`config.mk`:
```
export PLATFORM = sky130hd
export DESIGN_NAME = serial_subtractor
export DESIGN_NICKNAME = d
export VERILOG_FILES = /design/src/rtl/serial_subtractor_pkg.sv /design/src/rtl/serial_subtractor_full_subtractor_cell.sv /design/src/rtl/serial_subtractor.sv
export SDC_FILE = /design/constraint.sdc
export NUM_CORES = 1
export LEC_CHECK = 0
export ABC_AREA = 0
export CAP_MARGIN = 15
export CORE_ASPECT_RATIO = 0.9
export CORE_UTILIZATION = 55
export DETAILED_ROUTE_END_ITERATION = 10
export PLACE_DENSITY = 0.84
export SYNTH_ARGS = -nofsm -noshare
export SYNTH_HDL_FRONTEND = slang
export SYNTH_SLANG_ARGS = --single-unit
```
`constraint.sdc`:
```
create_clock -name clk -period 3.9 [get_ports clk]
set_input_delay 0.39 -clock clk [delete_from_list [all_inputs] [get_ports clk]]
set_output_delay 0.39 -clock clk [all_outputs]
set_load 0.01 [all_outputs]
```
`src/rtl/serial_subtractor_pkg.sv`:
```
// serial_subtractor_pkg: shared state encoding and counter sizing for the serial subtractor
package serial_subtractor_pkg;

    typedef enum logic [1:0] {IDLE, RUN, DONE} state_t;

    localparam int DEF_WIDTH = 8;
    localparam int DEF_CNT_W = $clog2(DEF_WIDTH);

    function automatic int cnt_width(input int w);
        return (w < 2) ? 1 : $clog2(w);
    endfunction

endpackage

```
`src/rtl/serial_subtractor_full_subtractor_cell.sv`:
```
// full_subtractor_cell: one-bit full subtractor, d = x - y - bi with borrow-out bo
module full_subtractor_cell (
    input  logic x,
    input  logic y,
    input  logic bi,
    output logic d,
    output logic bo
);

    // borrow when x < y, or when x == y and a borrow arrives
    always_comb begin
        d  = x ^ y ^ bi;
        bo = (~x & y) | (~(x ^ y) & bi);
    end

endmodule

```
`src/rtl/serial_subtractor.sv`:
```
// serial_subtractor: LSB-first bit-serial a - b - bin with valid/ready on both sides
module serial_subtractor
    import serial_subtractor_pkg::*;
#(
    parameter int WIDTH = 8
) (
    input  logic             clk,
    input  logic             rst,
    input  logic             start_valid,
    output logic             start_ready,
    input  logic [WIDTH-1:0] a,
    input  logic [WIDTH-1:0] b,
    input  logic             bin,
    output logic             done_valid,
    input  logic             done_ready,
    output logic [WIDTH-1:0] diff,
    output logic             bout,
    output logic             ovf,
    output logic             busy
);

    localparam int CW = cnt_width(WIDTH);
    localparam logic [CW-1:0] LAST = CW'(WIDTH - 1);

    state_t           state_q;
    logic [WIDTH-1:0] a_q, b_q, r_q, diff_q;
    logic [CW-1:0]    cnt_q;
    logic             br_q, amsb_q, bmsb_q, bout_q, ovf_q;
    logic             d_d, br_d;

    full_subtractor_cell u_cell (
        .x  (a_q[0]),
        .y  (b_q[0]),
        .bi (br_q),
        .d  (d_d),
        .bo (br_d)
    );

    // control FSM and serial datapath; results latch only when entering DONE
    always_ff @(posedge clk or posedge rst) begin
        if (rst) begin
            state_q <= IDLE;
            a_q     <= '0;
            b_q     <= '0;
            r_q     <= '0;
            diff_q  <= '0;
            cnt_q   <= '0;
            br_q    <= 1'b0;
            amsb_q  <= 1'b0;
            bmsb_q  <= 1'b0;
            bout_q  <= 1'b0;
            ovf_q   <= 1'b0;
        end else begin
            case (state_q)
                IDLE: if (start_valid) begin
                    a_q     <= a;
                    b_q     <= b;
                    br_q    <= bin;
                    cnt_q   <= '0;
                    amsb_q  <= a[WIDTH-1];
                    bmsb_q  <= b[WIDTH-1];
                    state_q <= RUN;
                end
                RUN: begin
                    br_q  <= br_d;
                    r_q   <= {d_d, r_q[WIDTH-1:1]};
                    a_q   <= a_q >> 1;
                    b_q   <= b_q >> 1;
                    cnt_q <= (cnt_q == LAST) ? cnt_q : cnt_q + 1'b1;
                    if (cnt_q == LAST) begin
                        diff_q  <= {d_d, r_q[WIDTH-1:1]};
                        bout_q  <= br_d;
                        ovf_q   <= (amsb_q != bmsb_q) && (d_d != amsb_q);
                        state_q <= DONE;
                    end
                end
                DONE: if (done_ready) state_q <= IDLE;
                default: state_q <= IDLE;
            endcase
        end
    end

    assign start_ready = (state_q == IDLE);
    assign busy        = (state_q == RUN);
    assign done_valid  = (state_q == DONE);
    assign diff        = diff_q;
    assign bout        = bout_q;
    assign ovf         = ovf_q;

endmodule
```
---- Word-level counts from Yosys, hierarchy flattened ----
Cells that the tools add are included.
word-level totals
  output and inout port bits .............. 13
  bits in registers ....................... 42
cells by class
  bitwise operators ....................... 7
  equality and inequality tests ........... 9
  mux-type cells .......................... 13
  add/sub/neg operators ................... 1
  reductions and logical operators ........ 8
operators by type and width
  cell                                                  number
  case mux 8 bit (2 select lines)                       2
  two-way mux 8 bit                                     2
  two-way mux 2 bit                                     3
  two-way mux 3 bit                                     2
  case mux 2 bit (3 select lines)                       1
  case mux 3 bit (2 select lines)                       1
  AND reduction 2 bit                                   3
  AND reduction 3 bit                                   2
  != test 2 x 1 -> 1 bit (second input constant)        2
  != test 2 bit (second input constant)                 2
  adder 3 x 1 -> 3 bit (second input constant)          1
  equality test 3 bit (second input constant)           1
  bitwise AND 1 bit                                     2
  equality test 2 x 1 -> 1 bit (second input constant)  1
  equality test 2 bit (second input constant)           1
  zero test 2 bit                                       1
  != test 1 bit                                         2
  NOT 1 bit                                             2
  case mux 1 bit (2 select lines)                       1
  nonzero test 2 bit                                    1
  XOR 1 bit                                             2
  logical AND 1 bit                                     1
  two-way mux 1 bit                                     1
  OR 1 bit                                              1

---- Longest topological paths before layout ----
  depth after elaboration ................. 5
  depth in mapped cells ................... 6

---- By module ----
Synthesis repeated with hierarchy kept, for this count alone.
unflattened totals
  cell total of the unflattened synthesis .. 150
  area, all modules ....................... 1,814.2 sq um
by module, submodules not included
  module                area each (sq um)  instances  cells each  seq. area each (sq um)
  serial_subtractor     1,783.0            1          146         1,026.0
  full_subtractor_cell  31.3               1          4           0.0

---- Worst setup path after synthesis ----
OpenSTA, ideal clock, no wires.
  path type ............................... reg-to-reg
  start point ............................. reg cnt_q[0]
  end point ............................... reg diff_q[0] (netlist: diff[0])
  library setup time ...................... 0.125 ns
  period minus slack after synthesis ...... 1.513 ns
  path slack .............................. 2.387 ns
  data arrival time ....................... 1.388 ns
  cell stages (with the launch flop) ...... 6
  required time ........................... 3.775 ns
  cells stage by stage .................... dfrtp_1 -> ha_1 -> ha_1 -> nand3b_4 -> buf_2 -> mux2_2
on the way
  longest elaborated chain between the ends .. 2
RTL lines
  what                                  RTL line                 source
  start, declared                       serial_subtractor.sv:27  logic [CW-1:0] cnt_q;
  start signal, assigned                serial_subtractor.sv:69  cnt_q <= (cnt_q == LAST) ? cnt_q : cnt_q + 1'b1;
  equality test 3 bit                   serial_subtractor.sv:70  if (cnt_q == LAST) begin
  AND reduction 2 bit (no source line)  --
  end signal, assigned                  serial_subtractor.sv:71  diff_q <= {d_d, r_q[WIDTH-1:1]};
  end, declared                         serial_subtractor.sv:26  logic [WIDTH-1:0] a_q, b_q, r_q, diff_q;
No other way between the ends.
A chain may end at the register's enable or synchronous reset.

---- Worst setup path in the final report ----
  start point ............................. reg state_q[0]
  end point ............................... out busy
on the way
  longest elaborated chain between the ends .. 1
RTL lines
  what                          RTL line                 source
  start, declared               serial_subtractor.sv:25  state_t state_q;
  start signal, assigned        serial_subtractor.sv:42  state_q <= IDLE;
  start signal, assigned        serial_subtractor.sv:62  state_q <= RUN;
  start signal, assigned        serial_subtractor.sv:74  state_q <= DONE;
  equality test 2 x 1 -> 1 bit  serial_subtractor.sv:84  assign busy = (state_q == RUN);
  end, declared                 serial_subtractor.sv:19  output logic busy
No other way between the ends.

==> results.yml <==
outcome:
  status: "finished clean"
routing:
  wirelength_mm: 3.07
  first_iter_violations: 37
  drc: 0
  ant_nets: 0
  wl_per_cell_um: 13.5
  viasPerCell: 5.26
  dr.pass1.iters: 4
  vias: 1193
synth:
  syn_inst: 152
  netlist_area_um2: 1860
  synth_warnings: 0
  ys_types: 27
  avgSynthCellArea_um2: 12.2
  yosysSeqAreaShare_pct: 55.2
  async_flop_share_pct: 100
  synth_nets: 176
  synth_seq_cells: 41
  dominantRegCellSynth: "dfrtp_1"
  synth_edf_count: 0
worst_setup_path:
  cp.arrival_ns: 1.85
  crit_fanout: 24
  endpoint_kind: "output pin"
  critPathKind: "reg -> out"
  critPathRequiredTime_ns: 3.51
  startpoint_type: "register"
final_layout:
  area_growth_pct: 23.5
  seq_area_um2: 1030
  multi_input_area_um2: 737
  antenna_cells: 0
  final_core_util_pct: 73.2
  fin_nets: 208
  final_common_cell: "dfrtp_1"
  fin_area_um2: 2300
  n_fill_cell: 239
  drive_gt1_share_pct: 16.2
  layout_common_cells: "41 x dfrtp_1, 33 x clkdlybuf4s50_1, 19 x nand2_1, 14 x mux2i_1, 14 x mux2_2"
  layout.cells.non_filler: 227
power:
  clkPwrFrac_pct: 18.4
  p_leak_uw: 0.00104
  ir_drop_mv: 0.469
  power.switching_uw: 618
  power.density_nw_per_um2: 827
  combPwrFrac_pct: 41.4
  pwr-share-seq_pct: 40.2
  p_sw_share_pct: 32.5
  internal-power_uw: 1280
floorplanning:
  core_area_um2: 3140
  die_w_um: 63.3
  die_area_um2: 3620
  start_util_pct: 59.3
  io_pins: 34
  rows: 19
  chipHeight_um: 57.2
grt:
  antenna_found_initial: 0
  grt_max_degree: 42
  grt_remaining_overflow: 0
  grt_pass1_wl_mm: 5.47
  first_global_vias: 1256
  grt_use_total_pct: 20.1
sta:
  worst_clock_skew_ns: 0.00421
  setup_tns_ns: 0
  post-route-period-util_pct: 57.4
  post-route-min-period_ns: 2.24
  clock.fmax_mhz: 447
  worstMarginPinSlew_ns: 0.983
  rsz0062_at_grt: "no"
  setup_violations: 0
  slew_violations: 0
  hold_violations: 0
  setup_ws_ns: 1.66
  slew_headroom_pct: 34.4
clock_tree:
  clkLatencyLatePin_ns: 0.30
  clock-sinks: 41
  clk_pin_slew_ns: 0.07
  ctsHtreeMaxLevel: 2
  cts_buffer_depth: 2
  clockRootBuffer: "clkbuf_8"
  postCtsSetupBuffers: 0
  cts_tree: "built"
  cts_made_buffers: 5
  cts_resized: 0
  cts_hold_buf: 0
placed_design:
  io_buffers: 33
  pre_cts_slack_ns: 1.85
  place_congestion: 0.737
  post_dp_cell_area_um2: 2180
  dp.cells: 219
  dpl.hpwl_mm: 2.05
job:
  cap_violations: 0
hold_path:
  hold_class: "reg -> reg"
sequential cells by signal, summed over array words and instances (netlist names):
name     flops
state_q      2
b_q          8
r_q          7
amsb_q       1
ovf          1
bout         1
bmsb_q       1
a_q          8
cnt_q        3
br_q         1
diff         8
cells by family (layout without fill, tap and decap cells):
kind of cell | count (synthesis) | in the layout | share of synthesized area (%)
compound gates | 28 | 28 | 8.21
fa+ha+maj | 3 | 3 | 2.42
buf+inv | 15 | 48 | 5.38
flops | 41 | 41 | 55.2
mux | 32 | 32 | 19.2
simple gates | 33 | 33 | 9.56
path summary, 6_finish.rpt:
check,from,end,slack [ns],cells past startpoint
max,state_q[0],busy,1.66,3
min,b_q[2],b_q[2],0.49,2
max reg2reg,state_q[0],a_q[1],2.14,2
min reg2reg,b_q[2],b_q[2],0.49,2
max in group asynchronous,rst,r_q[6],3.03,3
min in group asynchronous,rst,r_q[1],0.52,3
critical path, stage by stage (launching register included):
cell	delay, ns
dfrtp_1	0.59
nand2b_4	0.32
inv_1	0.11
clkdlybuf4s50_1	0.53
synth_stat cells, types with 2 or more instances:
cell type | n | area (um^2)
mux2_4 | 4 | 60.1
inv_1 | 6 | 22.5
mux2_2 | 14 | 158
nor2b_1 | 3 | 18.8
o21ai_1 | 9 | 45.0
a22o_1 | 2 | 17.5
a21oi_1 | 4 | 20.0
mux2i_1 | 14 | 140
nand2_1 | 19 | 71.3
nand2b_1 | 3 | 18.8
dfrtp_1 | 41 | 1030
ha_1 | 2 | 25.0
o21ai_0 | 11 | 55.1
clkbuf_1 | 3 | 11.3
nor2_1 | 3 | 11.3
buf_6 | 3 | 33.8
per-layer routing:
layer	vias up	share of wire [%]	track usage, %
met5	-	0	0
li1	578	-	-
met2	22	52	35.2
met3	7	3.8	3.80
met4	0	1.9	10.7
met1	586	43	23.8
metrics by stage:
stage | power, uW | hold WS, ns
global placement | 1520 | 0.461
global route | 2040 | 0.527
detailed placement | 1560 | 0.474
CTS | 1920 | 0.492
floorplan | 1360 | 0.449
finish | 1900 | 0.488
area by class of cell:
class / count / area share [%]
sequential: 41 / 44.7
multi-input combinational: 96 / 32.1
timing repair buffer: 34 / 14.7
clock buffer: 6 / 3.60
tap: 42 / 2.29
clock inverter: 2 / 1.63
inverter: 6 / 0.981
power by group through the flow:
stage	clock [uW]	sequential [uW]	combinational, uW
after floorplan	0	745	619
after global placement	0	757	760
after detailed placement	0	771	789
after CTS	357	765	796
after global routing	370	794	878
final	349	764	786
(Power assumes the default switching activity.)
